## src/rtl/mem_io_pkg.sv

```systemverilog
// Shared types and IO address-map constants for the CPU memory/IO bridge.
package mem_io_pkg;

  typedef enum logic [1:0] {
    ST_IDLE   = 2'd0,
    ST_M_WAIT = 2'd1,
    ST_RESP   = 2'd2
  } state_t;

  localparam logic [3:0] IO_LED_NIB = 4'h6;
  localparam logic [3:0] IO_SW_NIB  = 4'h7;
  localparam int         CH_MSB     = 3;
  localparam int         CH_LSB     = 2;

endpackage

```

## src/rtl/mem_io_bridge_sync2.sv

```systemverilog
// Two-flop synchroniser for asynchronous level inputs; q is the second stage.
module sync2 #(
  parameter int W = 1
) (
  input  logic         clk,
  input  logic         rst,
  input  logic [W-1:0] d,
  output logic [W-1:0] q
);

  logic [W-1:0] r_s1;
  logic [W-1:0] r_s2;

  always_ff @(posedge clk or posedge rst) begin
    if (rst) begin
      r_s1 <= '0;
      r_s2 <= '0;
    end else begin
      r_s1 <= d;
      r_s2 <= r_s1;
    end
  end

  assign q = r_s2;

endmodule

```

## src/rtl/mem_io_bridge.sv

```systemverilog
// Bridges CPU load/store requests onto a fixed-latency data memory, LED
// output registers and synchronised switch inputs.
//
// state   | meaning
// IDLE    | accepting requests; writes complete here in one cycle
// M_WAIT  | memory read in flight, counting MEM_LAT cycles
// RESP    | r_wvalid strobe with the captured load data
module mem_io_bridge
  import mem_io_pkg::*;
#(
  parameter int DATA_W  = 32,
  parameter int IO_W    = 16,
  parameter int N_LED   = 2,
  parameter int N_SW    = 2,
  parameter int MEM_LAT = 1,
  parameter int SW_SEXT = 0
) (
  input  logic                  clk,
  input  logic                  rst,
  input  logic                  req_valid,
  input  logic                  mem_read,
  input  logic                  mem_write,
  input  logic                  io_read,
  input  logic                  io_write,
  input  logic [DATA_W-1:0]     addr_in,
  input  logic [DATA_W-1:0]     r_rdata,
  output logic                  stall,
  output logic [DATA_W-1:0]     r_wdata,
  output logic                  r_wvalid,
  output logic [DATA_W-1:0]     m_addr,
  output logic [DATA_W-1:0]     m_wdata,
  output logic                  m_we,
  input  logic [DATA_W-1:0]     m_rdata,
  output logic [N_LED*IO_W-1:0] led_out,
  input  logic [N_SW*IO_W-1:0]  sw_in,
  output logic                  err
);

  localparam int CNT_W = $clog2(MEM_LAT + 1);
  localparam int CH_W  = CH_MSB - CH_LSB + 1;

  state_t                  r_state;
  state_t                  w_state_nxt;
  logic [CNT_W-1:0]        r_cnt;
  logic [CNT_W-1:0]        w_cnt_nxt;
  logic [DATA_W-1:0]       r_addr_lat;
  logic [N_LED*IO_W-1:0]   r_led;
  logic [N_SW*IO_W-1:0]    w_sw_sync;
  logic [IO_W-1:0]         w_sw_ch;
  logic [DATA_W-1:0]       w_sw_ext;
  logic [CH_W-1:0]         w_ch;
  logic [3:0]              w_nib;
  logic                    w_onehot;
  logic                    w_led_hit;
  logic                    w_sw_hit;
  logic                    w_legal;
  logic                    w_acc_mr;
  logic                    w_acc_ior;
  logic                    w_led_wr;

  sync2 #(.W(N_SW*IO_W)) u_sw_sync (
    .clk (clk),
    .rst (rst),
    .d   (sw_in),
    .q   (w_sw_sync)
  );

  assign w_ch      = addr_in[CH_MSB:CH_LSB];
  assign w_nib     = addr_in[7:4];
  assign w_onehot  = $onehot({mem_read, mem_write, io_read, io_write});
  assign w_led_hit = (w_nib == IO_LED_NIB) && (int'(w_ch) < N_LED);
  assign w_sw_hit  = (w_nib == IO_SW_NIB) && (int'(w_ch) < N_SW);
  // Acceptance is masked while rst is high so no side effect leaks out of reset.
  assign w_legal   = (r_state == ST_IDLE) && !rst && req_valid && w_onehot;
  assign w_acc_mr  = w_legal && mem_read;
  assign w_acc_ior = w_legal && io_read;
  assign w_led_wr  = w_legal && io_write && w_led_hit;
  assign w_cnt_nxt = r_cnt + CNT_W'(1);

  always_comb begin
    w_sw_ch = '0;
    for (int k = 0; k < N_SW; k++) begin
      if (int'(w_ch) == k) w_sw_ch = w_sw_sync[k*IO_W +: IO_W];
    end
  end

  assign w_sw_ext = (SW_SEXT != 0) ? {{(DATA_W-IO_W){w_sw_ch[IO_W-1]}}, w_sw_ch}
                                   : {{(DATA_W-IO_W){1'b0}}, w_sw_ch};

  always_comb begin
    w_state_nxt = r_state;
    stall       = 1'b0;
    m_we        = 1'b0;
    err         = 1'b0;
    m_addr      = r_addr_lat;
    case (r_state)
      ST_IDLE: begin
        m_addr = addr_in;
        if (!rst && req_valid) begin
          if (!w_onehot) begin
            err = 1'b1;
          end else if (mem_write) begin
            m_we = 1'b1;
          end else if (mem_read) begin
            stall       = 1'b1;
            w_state_nxt = ST_M_WAIT;
          end else if (io_read) begin
            stall       = 1'b1;
            err         = !w_sw_hit;
            w_state_nxt = ST_RESP;
          end else begin
            err = !w_led_hit;
          end
        end
      end
      ST_M_WAIT: begin
        stall = 1'b1;
        if (w_cnt_nxt == CNT_W'(MEM_LAT)) w_state_nxt = ST_RESP;
      end
      ST_RESP:  w_state_nxt = ST_IDLE;
      default:  w_state_nxt = ST_IDLE;
    endcase
  end

  always_ff @(posedge clk or posedge rst) begin
    if (rst) begin
      r_state    <= ST_IDLE;
      r_cnt      <= '0;
      r_addr_lat <= '0;
      r_led      <= '0;
      r_wdata    <= '0;
      r_wvalid   <= 1'b0;
    end else begin
      r_state  <= w_state_nxt;
      r_wvalid <= 1'b0;
      if (w_acc_mr) begin
        r_cnt      <= '0;
        r_addr_lat <= addr_in;
      end else if (r_state == ST_M_WAIT) begin
        r_cnt <= w_cnt_nxt;
      end
      if ((r_state == ST_M_WAIT) && (w_state_nxt == ST_RESP)) begin
        r_wdata  <= m_rdata;
        r_wvalid <= 1'b1;
      end
      if (w_acc_ior) begin
        r_wdata  <= w_sw_hit ? w_sw_ext : '0;
        r_wvalid <= 1'b1;
      end
      for (int k = 0; k < N_LED; k++) begin
        if (w_led_wr && (int'(w_ch) == k)) r_led[k*IO_W +: IO_W] <= r_rdata[IO_W-1:0];
      end
    end
  end

  assign m_wdata = r_rdata;
  assign led_out = r_led;

endmodule

```

## config.mk

```make
export PLATFORM = sky130hd
export DESIGN_NAME = mem_io_bridge
export DESIGN_NICKNAME = d
export VERILOG_FILES = /design/src/rtl/mem_io_pkg.sv /design/src/rtl/mem_io_bridge_sync2.sv /design/src/rtl/mem_io_bridge.sv
export SDC_FILE = /design/constraint.sdc
export NUM_CORES = 1
export LEC_CHECK = 0
export ABC_AREA = 1
export CAP_MARGIN = 20
export CORE_MARGIN = 2
export CORE_UTILIZATION = 50
export CTS_BUF_LIST = sky130_fd_sc_hd__clkbuf_2
export CTS_CLUSTER_DIAMETER = 40
export DETAILED_ROUTE_END_ITERATION = 10
export GPL_ROUTABILITY_DRIVEN = 0
export PLACE_DENSITY = 0.95
export SKIP_CTS_REPAIR_TIMING = 1
export SLEW_MARGIN = 20
export SYNTH_ARGS = -nofsm -noshare
export SYNTH_HDL_FRONTEND = slang
export SYNTH_HIERARCHICAL = 1
export SYNTH_SLANG_ARGS = --single-unit
```

## constraint.sdc

```tcl
create_clock -name clk -period 12.84 [get_ports clk]
set_clock_uncertainty 0.1 [all_clocks]
set_input_delay 3.852 -clock clk [delete_from_list [all_inputs] [get_ports clk]]
set_output_delay 3.852 -clock clk [all_outputs]
set_load 0.05 [all_outputs]
```

======== Yosys cells after proc, flatten, opt, wreduce, memory -nomap -nowiden ========
Cells that the tools add are included.
storage, ports and cells
  register bits after elaboration ......... 164
  word-level logic and storage cells ...... 73
  input port bits ......................... 135
  output and inout bits ................... 132
cells by class
  reduce and logical (&&, ||, !) cells .... 20
  add/subtract/negate cells ............... 4
  $lt $le $gt $ge ......................... 1
  multiplexer cells ....................... 33
  equality and inequality tests ........... 6
operators with widths
  cell                                                              number
  32-bit 2-to-1 mux                                                 3
  16-bit 2-to-1 mux                                                 3
  1-bit 2-to-1 mux                                                  19
  1-bit logical AND                                                 13
  2-bit 2-to-1 mux                                                  6
  4-bit by 3-bit == test with 1-bit output (second input constant)  2
  1-bit by 1-bit adder with 2-bit output                            2
  2-bit == test (second input constant)                             2
  2-bit logical NOT                                                 2
  2-bit case mux with 2 select lines                                1
  2-bit nonzero test                                                2
  2-bit by 2-bit adder with 3-bit output                            1
  3-bit by 1-bit == test with 1-bit output (second input constant)  1
  1-bit logical NOT                                                 3
  2-bit by 1-bit == test with 1-bit output (second input constant)  1
  2-bit < comparator (second input constant)                        1
  1-bit case mux with 2 select lines                                1
  1-bit adder (second input constant)                               1

======== Longest topological paths before layout ========
  depth in word-level cells ............... 10
  depth in mapped cells ................... 14
  mapped depth without buffers ............ 13

======== Cells and area by module ========
The synthesis kept the hierarchy.
modules (own cells, without submodules)
  module         times used  sequential area each (um^2)  cells an instance  area each (um^2)
  mem_io_bridge  1           2502.4                       737                5651.7
  sync2          1           1601.5                       65                 1605.3

======== Worst setup path after synthesis ========
OpenSTA, ideal clock, no wires.
  path type ............................... in2out
  start ................................... input rst
  end ..................................... output stall
  data required time ...................... 8.888 ns
  arrival time ............................ 7.343 ns
  slack ................................... 1.545 ns
  cell stages on the path ................. 5
  buffers on the path ..................... 0
  path through ............................ inv_1 nand2_1 nor3_1 a21oi_1 a21oi_1
between the ends
  word-level cells in the longest chain between the ends .. 4
ends and longest elaborated chain
  element                             RTL line             RTL
  start, declared                     mem_io_bridge.sv:19  input logic rst,
  1-bit logical NOT (no source line)  -
  1-bit logical AND                   mem_io_bridge.sv:99  if (!rst && req_valid) begin
  1-bit 2-to-1 mux                    mem_io_bridge.sv:99
  1-bit case mux with 2 select lines  mem_io_bridge.sv:96  case (r_state)
  end, declared                       mem_io_bridge.sv:27  output logic stall,
Every way passes these cells.

======== Worst setup path in the final report ========
  start ................................... input io_write
  end ..................................... output stall
between the ends
  word-level cells in the longest chain between the ends .. 6
ends and longest elaborated chain
  element                                                       RTL line              RTL
  start, declared                                               mem_io_bridge.sv:24   input logic io_write,
  1-bit by 1-bit adder with 2-bit output (not written as such)  mem_io_bridge.sv:70   assign w_onehot = $onehot({mem_read, mem_write, io_read, io_write});
  2-bit by 2-bit adder with 3-bit output (not written as such)  mem_io_bridge.sv:70
  3-bit by 1-bit == test with 1-bit output                      mem_io_bridge.sv:70
  1-bit 2-to-1 mux                                              mem_io_bridge.sv:100  if (!w_onehot) begin
  1-bit 2-to-1 mux                                              mem_io_bridge.sv:99
  1-bit case mux with 2 select lines                            mem_io_bridge.sv:96
Every way passes these cells.

==> impl_metrics.tcl <==
set metrics [dict create \
    grt_start_max_net_pins 66 \
    cts_tree "built" \
    max_slew_margin 0.383 \
    numCtsBuffers 17 \
    h-tree-depth 4 \
    wire_per_inst_um 14.4 \
    clkTransAtPathRegs_ns 0.24 \
    routed-wl-met2_um 8590 \
    power_leakage_uw 0.00481 \
    root_buffer "clkbuf_2" \
    start_util 0.505 \
    coreArea_mm2 0.0144 \
    stdcell_count 1186 \
    synth_top_area_frac 0.566 \
    hold_viol_final 0 \
    fp-row-count 44 \
    antenna_found_initial 0 \
    syn_area_mm2 0.00726 \
    fin_crit_sh 0.851 \
    synth_ff_type "dfrtp_1" \
    vias 5855 \
    cp-end-kind "output port" \
    dieArea_mm2 0.0155 \
    yosysUniqueCellTypes 31 \
    die_width_um 124 \
    wl_um 17100 \
    diodes 0 \
    wl_met1_um 6950 \
    drc 0 \
    cts_sinks 164 \
    cts_buffer_depth 2 \
    synth_fp_nets 940 \
    synth_edf_count 0 \
    post_drt_via_cell_ratio 4.94 \
    io_buffers 234 \
    setup_viol 0 \
    hp-class "reg2reg" \
    ys_warn_count 6 \
    wl_met3_um 1040 \
    power_density_mw_per_mm2 186 \
    setup.worst_path.start_class "input port" \
    syn_area_per_cell_um2 9.05 \
    grt_usage 0.223 \
    ys_seq_area_frac 0.566 \
    fin_crit_ns 10.93 \
    status "complete, no violations" \
    ys_async_sr_fraction 1.00 \
    first_pass_iters 5 \
    yosysMostFrequentCell "nand2_1" \
    yosysTopAreaCell "dfrtp_1" \
    fin_tns_setup_ns 0 \
    ir_worst_vdd_v 0.000115 \
    hpwl_um 12200 \
    pin_count 267 \
    nets 1127 \
    drtIter0Drc 326 \
    hold_ws_ns 0.265 \
    topRoutingLayerUsed "met4" \
    grt-ovfl-total 0 \
    synthTopCellsByArea "dfrtp_1, nand2_1, inv_1" \
    critical_path_class "in2out" \
    ys_top_cells_by_count "nand2_1, dfrtp_1, inv_1" \
    max_freq_ghz 0.0915 \
    rsz0062_at_grt "false" \
    placed_cells 1154 \
    postSynthCellCount 802 \
    synth-seq-cells 164 \
    antenna_left 0 \
    slew_viol_final 0 \
    path_max_fanout 5 \
    layout-drive-gt1-share 0.103 \
    grt_pass1_vias 5649 \
    grt_pass1_wl_um 27600 \
    die_y_um 124 \
    worst_skew_pair.late_latency_ns 0.70 \
    drv_cap 0 \
    required_ns 8.89 \
    syn2layout_area_growth_pct 32.9 \
    tightestPinTransition_ns 0.924 \
    crit_arrival_ns 6.97 \
]
## worst max-delay path: stages
cell,delay (ns)
clkdlybuf4s50_1,0.62
inv_1,0.10
fa_1,0.49
inv_1,0.05
ha_1,0.18
ha_1,0.31
nor2_2,0.21
nand4_1,0.15
a21oi_1,0.20
clkdlybuf4s50_1,0.83
## sequential cells by signal, indices dropped and copies added (netlist names)
signal / flops
r_cnt: 1
r_state: 2
u_sw_sync/q: 32
led_out: 32
r_addr_lat: 32
r_wdata: 32
u_sw_sync/r_s1: 32
r_wvalid: 1
## area by class of cell
class	count	area [µm²]
timing repair buffer	236	2360
tap	184	230
fill	1040	4720
clock inverter	15	191
inverter	90	340
sequential	164	4100
multi-input combinational	480	2340
clock buffer	17	85.1
## path summary, 6_finish.rpt
kind | to | start | slack [ns] | cells after the start
worst max-delay path | stall | io_write | 1.91 | 10
worst min-delay path | u_sw_sync/q[8] | u_sw_sync/r_s1[8] | 0.27 | 0
worst max register to register | r_wdata[3] | r_state[0] | 10.11 | 8
worst min register to register | u_sw_sync/q[8] | u_sw_sync/r_s1[8] | 0.27 | 0
max in group asynchronous | r_addr_lat[23] | rst | 8.05 | 3
min in group asynchronous | r_wdata[10] | rst | 3.51 | 2
## cells by family after synthesis
group | after synthesis | synth area share
buf+inv | 158 | 0.113
simple gates | 407 | 0.255
fa+ha+maj | 3 | 0.00621
flops | 164 | 0.566
compound gates | 70 | 0.0602
## per-stage QoR
step / total power [µW] / setup WS (ns) / area [µm²] / util
floorplan: 1240 / 1.55 / 7260 / -
global placement: 1480 / 2.03 / 9370 / 0.652
detailed placement: 1500 / 1.93 / 9370 / 0.652
CTS: 1810 / 1.93 / 9650 / 0.671
global route: 1890 / 1.78 / 9650 / 0.671
finish: 1790 / 1.91 / 9650 / 0.671
## cell usage in the layout, fill, tap and decap left out, drive strengths merged
cell           instances
fa                     1
o21ai                 66
and2                   1
clkbuf                17
nand3b                12
or2                    1
buf                    2
nand4                  3
nor3                   2
nand2                319
bufinv                 3
nand3                 53
nor2                  16
inv                   96
clkdlybuf4s50        234
dfrtp                164
clkinvlp               1
clkinv                 5
a21oi                  4
ha                     2
## power by group
part	internal (µW)	switching, µW
Sequential	620	61.2
Combinational	272	536
Clock	115	190
## layer usage
layer	vias to the layer above	GRT usage
met5	-	0
met4	0	0.0991
met3	41	0.0546
met2	263	0.377
met1	2743	0.271
li1	2808	-
Power figures use the tool's default switching activity.
